[src/rtl/subneg_mem_responder.sv]
// Memory-bus target for the SUBNEG processor: address latch, byte SRAM and
// output latch driven by the processor strobes, plus a side preload port.
module subneg_mem_responder #(
    parameter int DEPTH = 256
) (
    input  logic       clk,
    input  logic       reset,
    input  logic [7:0] bus_in,
    output logic [7:0] bus_out,
    output logic       bus_oe,
    input  logic       latch_clk,
    input  logic       mem_oe_n,
    input  logic       mem_we_n,
    input  logic       out_latch_clk,
    output logic [7:0] out_value,
    output logic       out_strobe,
    output logic       bus_conflict,
    input  logic       load_en,
    input  logic [7:0] load_addr,
    input  logic [7:0] load_data
);

    localparam int ADDR_W = (DEPTH > 1) ? $clog2(DEPTH) : 1;

    // Address wraps modulo DEPTH by keeping only the low bits.
    function automatic logic [ADDR_W-1:0] mem_index(input logic [7:0] addr);
        return addr[ADDR_W-1:0];
    endfunction

    logic [7:0]        mem_r [DEPTH];
    logic [7:0]        addr_r;
    logic              latch_clk_r;
    logic              out_latch_clk_r;
    logic [7:0]        out_value_r;
    logic              out_strobe_r;
    logic              bus_conflict_r;

    logic [ADDR_W-1:0] addr_idx_s;
    logic [ADDR_W-1:0] load_idx_s;
    logic              latch_rise_s;
    logic              out_rise_s;
    logic              conflict_s;
    logic              bus_wr_s;

    // Edge detection, index decode and bus-write qualification.
    always_comb begin
        addr_idx_s   = mem_index(addr_r);
        load_idx_s   = mem_index(load_addr);
        latch_rise_s = latch_clk & ~latch_clk_r;
        out_rise_s   = out_latch_clk & ~out_latch_clk_r;
        conflict_s   = ~mem_oe_n & ~mem_we_n;
        bus_wr_s     = 1'b0;
        if (reset) begin
            bus_wr_s = 1'b0;
        end else if (load_en && (load_idx_s == addr_idx_s)) begin
            // Preload owns the location this cycle; the bus write is dropped.
            bus_wr_s = 1'b0;
        end else begin
            bus_wr_s = ~mem_we_n & mem_oe_n;
        end
    end

    // Read data is asynchronous so it is valid in the cycle OE falls.
    assign bus_out      = mem_r[addr_idx_s];
    assign bus_oe       = ~mem_oe_n;
    assign out_value    = out_value_r;
    assign out_strobe   = out_strobe_r;
    assign bus_conflict = bus_conflict_r;

    // SRAM array: preload and bus writes, contents survive reset.
    always_ff @(posedge clk) begin
        if (load_en) begin
            mem_r[load_idx_s] <= load_data;
        end
        if (bus_wr_s) begin
            mem_r[addr_idx_s] <= bus_in;
        end
    end

    // Strobe history, address latch, output latch and sticky conflict flag.
    always_ff @(posedge clk) begin
        if (reset) begin
            addr_r          <= 8'h00;
            latch_clk_r     <= 1'b0;
            out_latch_clk_r <= 1'b0;
            out_value_r     <= 8'h00;
            out_strobe_r    <= 1'b0;
            bus_conflict_r  <= 1'b0;
        end else begin
            latch_clk_r     <= latch_clk;
            out_latch_clk_r <= out_latch_clk;
            out_strobe_r    <= out_rise_s;
            if (latch_rise_s) begin
                addr_r <= bus_in;
            end else begin
                addr_r <= addr_r;
            end
            if (out_rise_s) begin
                out_value_r <= bus_in;
            end else begin
                out_value_r <= out_value_r;
            end
            bus_conflict_r <= bus_conflict_r | conflict_s;
        end
    end

endmodule

[config.mk]
export PLATFORM = sky130hd
export DESIGN_NAME = subneg_mem_responder
export DESIGN_NICKNAME = d
export VERILOG_FILES = /design/src/rtl/subneg_mem_responder.sv
export SDC_FILE = /design/constraint.sdc
export NUM_CORES = 2
export LEC_CHECK = 0
export CORE_ASPECT_RATIO = 2
export CORE_MARGIN = 1.5
export CORE_UTILIZATION = 23
export CTS_CLUSTER_DIAMETER = 100
export DETAILED_ROUTE_END_ITERATION = 7
export PLACE_DENSITY_LB_ADDON = 0.08
export SLEW_MARGIN = 25
export SYNTH_ARGS = -nofsm -noshare
export SYNTH_HDL_FRONTEND = slang
export SYNTH_SLANG_ARGS = --single-unit
export TNS_END_PERCENT = 100
[constraint.sdc]
create_clock -name clk -period 7.75 [get_ports clk]
set_input_delay 2.325 -clock clk [delete_from_list [all_inputs] [get_ports clk]]
set_output_delay 2.325 -clock clk [all_outputs]
set_load 0.05 [all_outputs]
==> metrics.md <==
| Metric | Value |
|---|---|
| DRC Markers | 0 |
| Worst setup EP type | output pin |
| Mapped Avg Cell Area | 16.1 um2 |
| Place WS | 0.645 ns |
| Sink Count | 2076 |
| Power per cell area | 206 mW/mm2 |
| R2R setup slack | 3.76 ns |
| Finished Layout Cells | 13300 |
| Required @ worst endpoint | 5.43 ns |
| Most common cell after layout, fill and taps aside | edfxtp_1 |
| Rows | 358 |
| Vias in the first global route | 68400 |
| Status | completed |
| Max Fclk | 131 MHz |
| Cells after synthesis | 6801 |
| Most frequent cells in the layout | edfxtp_1 (2048), mux2_2 (1992), mux4_2 (431) |
| First-pass detailed-route iteration total | 6 |
| ANT nets after route | 0 |
| Die area | 0.480 mm2 |
| Post-synthesis sequential area ratio | 56.8% |
| Hold Crit Class | reg -> reg |
| YS warnings | 0 |
| VDD IR max | 0.183 mV |
| IO Pins | 50 |
| Largest area contributor in the netlist | edfxtp_1 |
| CTS tree | done |
| Critical Path Start Type | register |
| Post-CTS Repair Setup Buffers | 0 |
| Gr usage total | 20.1% |
| 1st-iter DRT viols | 4942 |
| Core footprint | 0.474 mm2 |
| Initial antenna violation count | 27 |
| Async set-reset flop share out of synthesis | 0% |
| Reg-to-reg critical path endpoint | mem_r[171][7]$_DFFE_PP_ |
| #FFs+latches synth | 2076 |
| Final setup violation count | 0 |
| Endpoints failing hold | 0 |
| Reg clk slew, reported paths | 0.07 ns |
| Max Root-Sink Buffers | 4 |
| Worst slew margin | 21.1% |
| Via count | 64500 |
| Reg2reg path depth | 6 |
| Hold_buf cts | 0 |
| Pins Over Slew Limit | 0 |
| P&R area growth vs syn | 14.9% |
| Post-synth top area share | 56.3% |
| Maxcap violations | 0 |
| Clock Latency Late Sink | 0.92 ns |
| Synth cell types | 68 |
| WHS Endpoint | out_strobe$_SDFF_PP0_ |
| H-tree level count | 4 |
| Setup CP Type | reg -> out |
| Hold depth | 1 |
| Final worst path period share | 98.7% |
| Dpl cells | 12900 |
| Crit-path max FO | 34 |
| Worst Slack Setup Final | 0.0969 ns |
| Fin Hold WS | 0.427 ns |
| Routed wire per std cell | 37.2 um |
| Via density | 4.87 |
| CTS root buf | clkbuf_16 |
| Layout cells sized above 1 | 51.9% |
| Detail Placement HPWL | 329000 um |
| # port buffers | 49 |
| Unrepaired setup endpoints after global routing | no |
| Tightest Pin Transition | 1.18 ns |
| Crit path time final | 7.65 ns |
| Hold_sp | out_latch_clk_r$_SDFF_PP0_ |
| Num CTS Buffers | 213 |
| Worst path arrival time | 5.33 ns |
| Final wirelength | 494000 um |
| Die Y | 978 um |
| Largest net degree at the start of global routing | 132 |
| Initial core utilization | 23.0% |
| Die span in x | 491 um |
| First-pass GRT wire length | 661000 um |
| Total gr overflow | 0 |
| Ys flop type | edfxtp_1 |
| Area contributors post-synth | edfxtp_1 (56%), mux2_2 (21%), mux4_2 (8.9%) |
| Leakage Power | 39.1 nW |
| Cell Area, Synth | 0.109 mm2 |
| Layout Nets | 6804 |
| Sum Neg Setup Slack | 0 ns |
| R2R Path Start | addr_idx_s[3]$_SDFFE_PP0P_ |
| Clock Skews | 0.0515 ns |
| Post-synth EDFFs | 2048 |
| Gp weighted congestion | 0.839 |
| Mapped Nets | 6832 |
==> report_power, final <==
group / internal (W) / switching, W / leakage [nW]
combinational: 0.000944 / 0.00176 / 17.2
clock: 0.00570 / 0.00502 / 3.24
sequential: 0.0123 / 0.0000435 / 18.6
==> what timing repair did <==
item                                    4_1_cts  5_1_grt
endpoints found under the setup margin        6        0
hold endpoints to repair                      0        0
resized for setup                             9        0
==> metal layers <==
metal  GRT usage (%)  wire length (um)  vias up
li1                -                 -    27100
met1            20.9            174000    35300
met2            40.0            278000     1542
met3            1.55             13400      589
met4            10.0             28500        2
met5               0                11        -
==> Yosys cell counts (all sizes together), types with 11 or more instances <==
cell type / number
o22ai: 151
buf: 198
nand2b: 14
mux4: 446
a22o: 31
mux2i: 146
a21oi: 50
dfxtp: 28
o221ai: 31
nand2: 196
a22oi: 155
nand3: 90
nor2: 206
mux2: 2051
a221oi: 11
nor3: 35
clkbuf: 566
o21bai: 18
nand4: 17
a211oi: 40
o21ai: 149
nor2b: 25
nor4: 20
edfxtp: 2048
==> cell type report <==
| type | count | area [um2] |
|---|---|---|
| fill | 48300 | 349000 |
| sequential | 2076 | 62100 |
| multi-input combinational | 3954 | 44100 |
| tap | 6300 | 7880 |
| clock buffer | 271 | 5640 |
| timing repair buffer | 521 | 4780 |
| clock inverter | 119 | 1030 |
| antenna | 15 | 37.5 |
| inverter | 7 | 26.3 |
==> sequential cells by signal, summed over array words and instances, names as in the netlist, named ones only <==
register,flops
out_strobe,1
addr_idx_s,8
out_value,8
bus_conflict,1
latch_clk_r,1
mem_r,2048
out_latch_clk_r,1
==> worst max-delay path, stage by stage (launching register included) <==
cell and delay (ns):
dfxtp_4 0.78, buf_12 0.33, buf_4 0.38, buf_4 0.30
mux4_2 0.60, a22o_1 0.29, nor4_1 0.60, a211oi_1 0.10
o21ai_0 0.49, nor4_1 0.16, buf_4 0.25
==> metrics by stage <==
| step | utilization, % | power [W] | cell area (um2) |
|---|---|---|---|
| after floorplan | - | 0.0141 | 109000 |
| after global placement | 25.0 | 0.0154 | 119000 |
| after detailed placement | 25.0 | 0.0154 | 119000 |
| after CTS | 26.5 | 0.0262 | 125000 |
| after global routing | 26.5 | 0.0265 | 126000 |
| final | 26.5 | 0.0258 | 126000 |
==> cell families (layout without fill, tap and decap cells) <==
group / after synthesis / after routing / synth area share [%]
mux: 2643 / 2643 / 31.9
flops: 2076 / 2076 / 56.8
xor+xnor: 8 / 8 / 0.0641
buf+inv: 771 / 918 / 3.32
simple gates: 635 / 635 / 3.92
other cells: 0 / 15 / 0
compound gates: 668 / 668 / 4.04
==> worst max-delay path by stage <==
stage | start | end | slack (ns)
floorplan | register | bus_out[6] | 2.08
global placement | register | bus_out[4] | 0.24
detailed placement | register | bus_out[2] | 0.65
CTS | register | bus_out[2] | 0.05
global route | register | bus_out[0] | 0.07
finish | register | bus_out[7] | 0.1
Power figures use the tool's default switching activity.
